<file path="src/rtl/spi_peri_pkg.sv">
// spi_peri_pkg: shared byte width, SPI mode and types for the SPI peripheral
package spi_peri_pkg;
  localparam int BYTE_W = 8;
  localparam int CNT_W = $clog2(BYTE_W);
  localparam logic [1:0] SPI_MODE = 2'b00;
  typedef logic [BYTE_W-1:0] byte_t;
  typedef logic [CNT_W-1:0] cnt_t;
endpackage

</file>
<file path="src/rtl/spi_peri_sync_ff.sv">
// sync_ff: 1-bit multi-stage synchronizer with synchronous reset value
module sync_ff #(
  parameter int DEPTH = 2,
  parameter logic RST_VAL = 1'b0
) (
  input  logic clk,
  input  logic rst,
  input  logic d,
  output logic q
);
  logic [DEPTH-1:0] sync_q, sync_d;
  // shift the asynchronous input one stage per clock
  always_comb sync_d = {sync_q[DEPTH-2:0], d};
  // stage register, forced to the idle level during reset
  always_ff @(posedge clk) sync_q <= rst ? {DEPTH{RST_VAL}} : sync_d;
  assign q = sync_q[DEPTH-1];
endmodule

</file>
<file path="src/rtl/spi_peri.sv">
// spi_peri: SPI mode-0 peripheral, MSB first, byte stream on rx_*/tx_*
module spi_peri
  import spi_peri_pkg::*;
#(
  parameter int SYNC_STAGES = 2
) (
  input  logic        clk,
  input  logic        rst,
  input  logic        spi_sck,
  input  logic        spi_csn,
  input  logic        spi_sdi,
  output logic        spi_sdo,
  output logic [7:0]  rx_data,
  output logic        rx_stb,
  input  logic [7:0]  tx_data,
  input  logic        tx_stb
);
  logic sck_s, csn_s, sdi_s;
  logic sck_prev_q, sck_prev_d, csn_prev_q, csn_prev_d;
  logic sck_rise, sck_fall, csn_fall, load;
  cnt_t cnt_q, cnt_d;
  byte_t rx_sr_q, rx_sr_d, rx_data_q, rx_data_d, so_q, so_d, tx_buf_q, tx_buf_d;
  logic rx_stb_q, rx_stb_d;

  sync_ff #(.DEPTH(SYNC_STAGES), .RST_VAL(1'b0)) u_sync_sck (.clk(clk), .rst(rst), .d(spi_sck), .q(sck_s));
  sync_ff #(.DEPTH(SYNC_STAGES), .RST_VAL(1'b1)) u_sync_csn (.clk(clk), .rst(rst), .d(spi_csn), .q(csn_s));
  sync_ff #(.DEPTH(SYNC_STAGES), .RST_VAL(1'b0)) u_sync_sdi (.clk(clk), .rst(rst), .d(spi_sdi), .q(sdi_s));

  assign sck_rise = sck_s & ~sck_prev_q;
  assign sck_fall = ~sck_s & sck_prev_q;
  assign csn_fall = ~csn_s & csn_prev_q;
  // a byte slot starts at select and at the first falling edge after a completed byte
  assign load = csn_fall | (sck_fall & ~csn_s & (cnt_q == '0));

  // receive path: sample on rising edges, publish the byte when the counter wraps
  always_comb begin
    sck_prev_d = sck_s;
    csn_prev_d = csn_s;
    cnt_d = cnt_q;
    rx_sr_d = rx_sr_q;
    rx_data_d = rx_data_q;
    rx_stb_d = 1'b0;
    if (csn_s) cnt_d = '0;
    else if (sck_rise) begin
      rx_sr_d = {rx_sr_q[BYTE_W-2:0], sdi_s};
      cnt_d = cnt_q + 1'b1;
      rx_stb_d = (cnt_q == '1);
      rx_data_d = rx_stb_d ? rx_sr_d : rx_data_q;
    end
  end

  // transmit path: a strobe in a load cycle lands in the buffer after the load
  always_comb begin
    so_d = load ? tx_buf_q : (sck_fall & ~csn_s) ? {so_q[BYTE_W-2:0], 1'b0} : so_q;
    tx_buf_d = tx_stb ? tx_data : load ? '0 : tx_buf_q;
  end

  // state registers
  always_ff @(posedge clk) begin
    if (rst) begin
      sck_prev_q <= 1'b0;
      csn_prev_q <= 1'b1;
      cnt_q <= '0;
      rx_sr_q <= '0;
      rx_data_q <= '0;
      rx_stb_q <= 1'b0;
      so_q <= '0;
      tx_buf_q <= '0;
    end else begin
      sck_prev_q <= sck_prev_d;
      csn_prev_q <= csn_prev_d;
      cnt_q <= cnt_d;
      rx_sr_q <= rx_sr_d;
      rx_data_q <= rx_data_d;
      rx_stb_q <= rx_stb_d;
      so_q <= so_d;
      tx_buf_q <= tx_buf_d;
    end
  end

  assign spi_sdo = ~csn_s & so_q[BYTE_W-1];
  assign rx_data = rx_data_q;
  assign rx_stb = rx_stb_q;
endmodule
</file>
<file path="config.mk">
export PLATFORM = sky130hd
export DESIGN_NAME = spi_peri
export DESIGN_NICKNAME = d
export VERILOG_FILES = /design/src/rtl/spi_peri_pkg.sv /design/src/rtl/spi_peri_sync_ff.sv /design/src/rtl/spi_peri.sv
export SDC_FILE = /design/constraint.sdc
export NUM_CORES = 1
export LEC_CHECK = 0
export ABC_CLOCK_PERIOD_IN_PS = 2100
export BUFFER_PORTS_ARGS = -buffer_cell sky130_fd_sc_hd__buf_4
export CAP_MARGIN = 10
export CELL_PAD_IN_SITES_DETAIL_PLACEMENT = 1
export CELL_PAD_IN_SITES_GLOBAL_PLACEMENT = 1
export CORE_ASPECT_RATIO = 0.7
export CORE_MARGIN = 8
export CORE_UTILIZATION = 42
export CTS_CLUSTER_DIAMETER = 200
export DETAILED_ROUTE_END_ITERATION = 6
export GPL_TIMING_DRIVEN = 0
export HOLD_SLACK_MARGIN = 0.12
export PLACE_DENSITY_LB_ADDON = 0.25
export SLEW_MARGIN = 20
export SYNTH_ARGS = -nofsm -noshare
export SYNTH_HDL_FRONTEND = slang
export SYNTH_HIERARCHICAL = 1
export SYNTH_SLANG_ARGS = --single-unit
</file>
<file path="constraint.sdc">
create_clock -name clk -period 2.1 [get_ports clk]
set_input_delay 0.315 -clock clk [delete_from_list [all_inputs] [get_ports clk]]
set_output_delay 0.315 -clock clk [all_outputs]
set_load 0.02 [all_outputs]
</file>
==> impl_results.md <==
* PwrDens at ~750 nW/µm²
* Worst-skew pair later-pin latency at around 0.29 ns
* TritonCTS buffer count at 5
* Crit path largest cell delay at approximately 0.8 ns
* # port buffers at 22
* RSZ-0062 raised after global routing: no
* Seq/Total Area, Yosys at 53.4%
* Register area at ~860 µm²
* ANT cells at 0
* Max H-tree Level at 2
* CP most frequent cell: nor3_1
* Least-Margin Pin Slew at slightly above 1 ns
* Bufs and invs on worst path at 1
* Arrival time worst endpoint at 2.09 ns
* Placed cell area at around 1800 µm²
* Flop pwr share at about 60%
* GRT overflow at 0
* Switching pwr at about 0.33 mW
* Final core utilization at 50.7%
* Syn Inst Count at about 160
* Post_cts resized at 0
* Sw frac at between 20% and 30%
* Post-detail-place hpwl at around 2700 µm
* Vias in the first global route at 1346
* Die Ht at 67.8 µm
* Worst-path cell chain: inv_1, ha_1, nor2b_1, a31oi_1, nor3_1, nor3_1
* Total global routing track utilization at 12.8%
* Yosys Warn Count at 6
* Comb pwr share at under 10%
* R2r worst-path depth at 6
* Post-CTS Hold Fix Bufs at 0
* Router iterations before antenna repair at 4
* Cell variety after synth at 22
* Slew Viols, Final at 0
* FILL cells at 444
* Clock Tree Root: clkbuf_8
* Routability Congestion at roughly 0.76
* Net Count, Synth at between 150 and 200
* Top achievable clock speed at slightly above 500 MHz
* Fin crit share at between 90 and 100%
* Site Rows at 19
* Die ar. at between 6000 and 7000 µm²
* Post-CTS Setup Bufs at 0
* Worst rel slew slack at 31.4%
* Worst Clk Skew at between 0.007 and 0.008 ns
* Leak at between 0.7 and 0.8 nW
* Initial Utilization at 42.4%
* Post-synth EDFFs at 0
* # IOs at 24
* Worst min path class: input pin to register
* Kind of critical path: register to register
* Die width at 90.1 µm
* Crit path depth at 6
* Worst setup path start: cnt_q[0]
* Post-Syn Area per Cell at ~10 µm²
* CTS Buffer Depth at 2
* DRC at 0
* Synth async-reset ratio at 0%
* First-pass GRT wire length at 6220 µm
* Crit end category: register
* Syn Std Cell Area at about 1600 µm²
* Clock-pin slew on the worst setup and hold paths at around 0.080 ns
* Final net count at 210
* Hold_sp: spi_csn
* Status: complete, no violations
* Placed cell count at 238
* Ys flop type: dfxtp_1
* Core area at 3800 µm²
* Cell family with most CP delay: simple AND/OR/NAND/NOR gates
* Int Pwr at between 1 and 1.5 mW
* Max VDD drop at approximately 0.00042 V
* Startpoint types: register
* Slowest-stage cell, CP: nor3_1
* DRT iter0 DRCs at 31
* Area delta synth->final at 19.6%
* Clock sink count at 43
* WL/cell at roughly 14 µm
* Max Cap Violations at 0
* Hold Crit Depth at 2
* Hold Vio Cnt, Final at 0
* # setup viols final at 0
* #FFs+latches synth at between 40 and 50
* Worst r2r src: cnt_q[0]
* TNS Setup at 0 ns
* Non-filler instance count after layout at 246
* Min cycle time layout at 1.96 ns
* Routed WL at 3530 µm
* DR vias/cell at ~5
* CP Max Fanout at 8
* Pin count of the biggest net entering global routing at 14
* Footprint of the multi-input gates at ~700 µm²
* CTS tree: yes
* Post-route cell area at 1930 µm²
* Power share of the clock group at 35.0%
* Fraction of layout cells with a size suffix above 1 at 20.1%
* Routed Antenna Nets at 0
* Required @ worst endpoint at between 2 and 2.5 ns
* Initial antenna violation count at 0
* Total number of vias at around 1.2k
-- through the flow --
stage	power [mW]	worst slack, ns	hold WS, ns
floorplan	0.920	0.593	0.383
global placement	0.950	0.248	0.388
detailed placement	0.958	0.128	0.428
CTS	1.46	0.105	0.190
global route	1.51	0.00520	0.206
finish	1.44	0.136	0.197
-- worst reg2reg max path, stage by stage, from the launching register on --
cell and delay, ns:
dfxtp_1 0.34, inv_1 0.07, ha_1 0.14, nor2b_1 0.20, a31oi_1 0.13, nor3_1 0.79, nor3_1 0.14
-- final cells by class --
| cell class | instances | share of cell area, % |
|---|---|---|
| plain buffers | 9 | 2.60 |
| clock buffers | 6 | 3.76 |
| clock inverters | 2 | 0.649 |
| inverters | 4 | 0.779 |
| multi-input cells | 108 | 35.6 |
| flip-flops and latches | 43 | 44.6 |
| well taps | 52 | 3.37 |
| repair buffers | 22 | 8.57 |
-- kinds of logic after synthesis --
logic type | after synthesis | share of synthesized area, %
flip-flops | 43 | 53.4
AO/OA/AOI/OAI | 19 | 7.29
XOR/XNOR | 1 | 0.543
multiplexers | 23 | 14.3
adder cells (fa/ha/maj) | 3 | 2.33
AND/OR/NAND/NOR | 62 | 18.2
buffers and inverters | 13 | 4.03
-- power by group through the flow --
stage          clock [mW]  combinational (mW)  sequential (mW)
6_report            0.505              0.0867            0.851
5_1_grt             0.557              0.0973            0.853
4_1_cts             0.524              0.0880            0.851
3_5_place_dp            0              0.0879            0.870
3_3_place_gp            0              0.0818            0.868
2_1_floorplan           0              0.0542            0.865
-- registers in the layout, summed over array words and instances, names as in the netlist --
register           flops
so_q                   8
tx_buf_q               8
sck_prev_q             1
u_sync_sdi/sync_q      2
rx_sr_q                7
u_sync_csn/sync_q      2
u_sync_sck/sync_q      2
rx_stb                 1
cnt_q                  3
rx_data                8
csn_prev_q             1
-- cells in the mapped netlist, types with 3 or more instances --
library cell	number	area, µm²
a211oi_1	7	52.6
a21oi_1	10	50.1
buf_4	4	30.0
clkbuf_1	4	15.0
dfxtp_1	43	861
ha_1	3	37.5
inv_1	4	15.0
mux2i_1	23	230
nand2_1	17	63.8
nor2_1	20	75.1
nor2b_1	7	43.8
nor3_1	9	45.0
-- final timing paths --
kind / to / slack [ns]
worst max register to register: tx_buf_q[7] / 0.14
worst min-delay path: u_sync_csn/sync_q[0] / 0.20
worst min register to register: u_sync_csn/sync_q[1] / 0.44
worst max-delay path: tx_buf_q[7] / 0.14
-- metal layers --
layer	track usage (%)	wire, µm	up-vias
li1	-	-	604
met1	14.8	1670	574
met2	22.3	1690	17
met3	3.61	128	5
met4	5.57	43	0
met5	0	0	-
-- cells in the final DEF, fill, tap and decap left out --
cell	n
buf_4	26
buf_2	1
clkinvlp_4	1
nand2_1	17
or2_1	2
dfxtp_1	43
nor3_1	9
or2_2	2
xnor2_1	1
nor3b_2	1
clkinv_2	1
and2_1	1
a211oi_1	7
a31oi_1	1
inv_1	4
clkbuf_1	5
a21oi_2	1
a21oi_1	10
or3b_2	1
clkbuf_8	5
nor2_1	20
mux2i_1	23
nor2b_1	7
nand2b_1	2
ha_1	3
No activity file was read; power rests on OpenSTA's default activity.
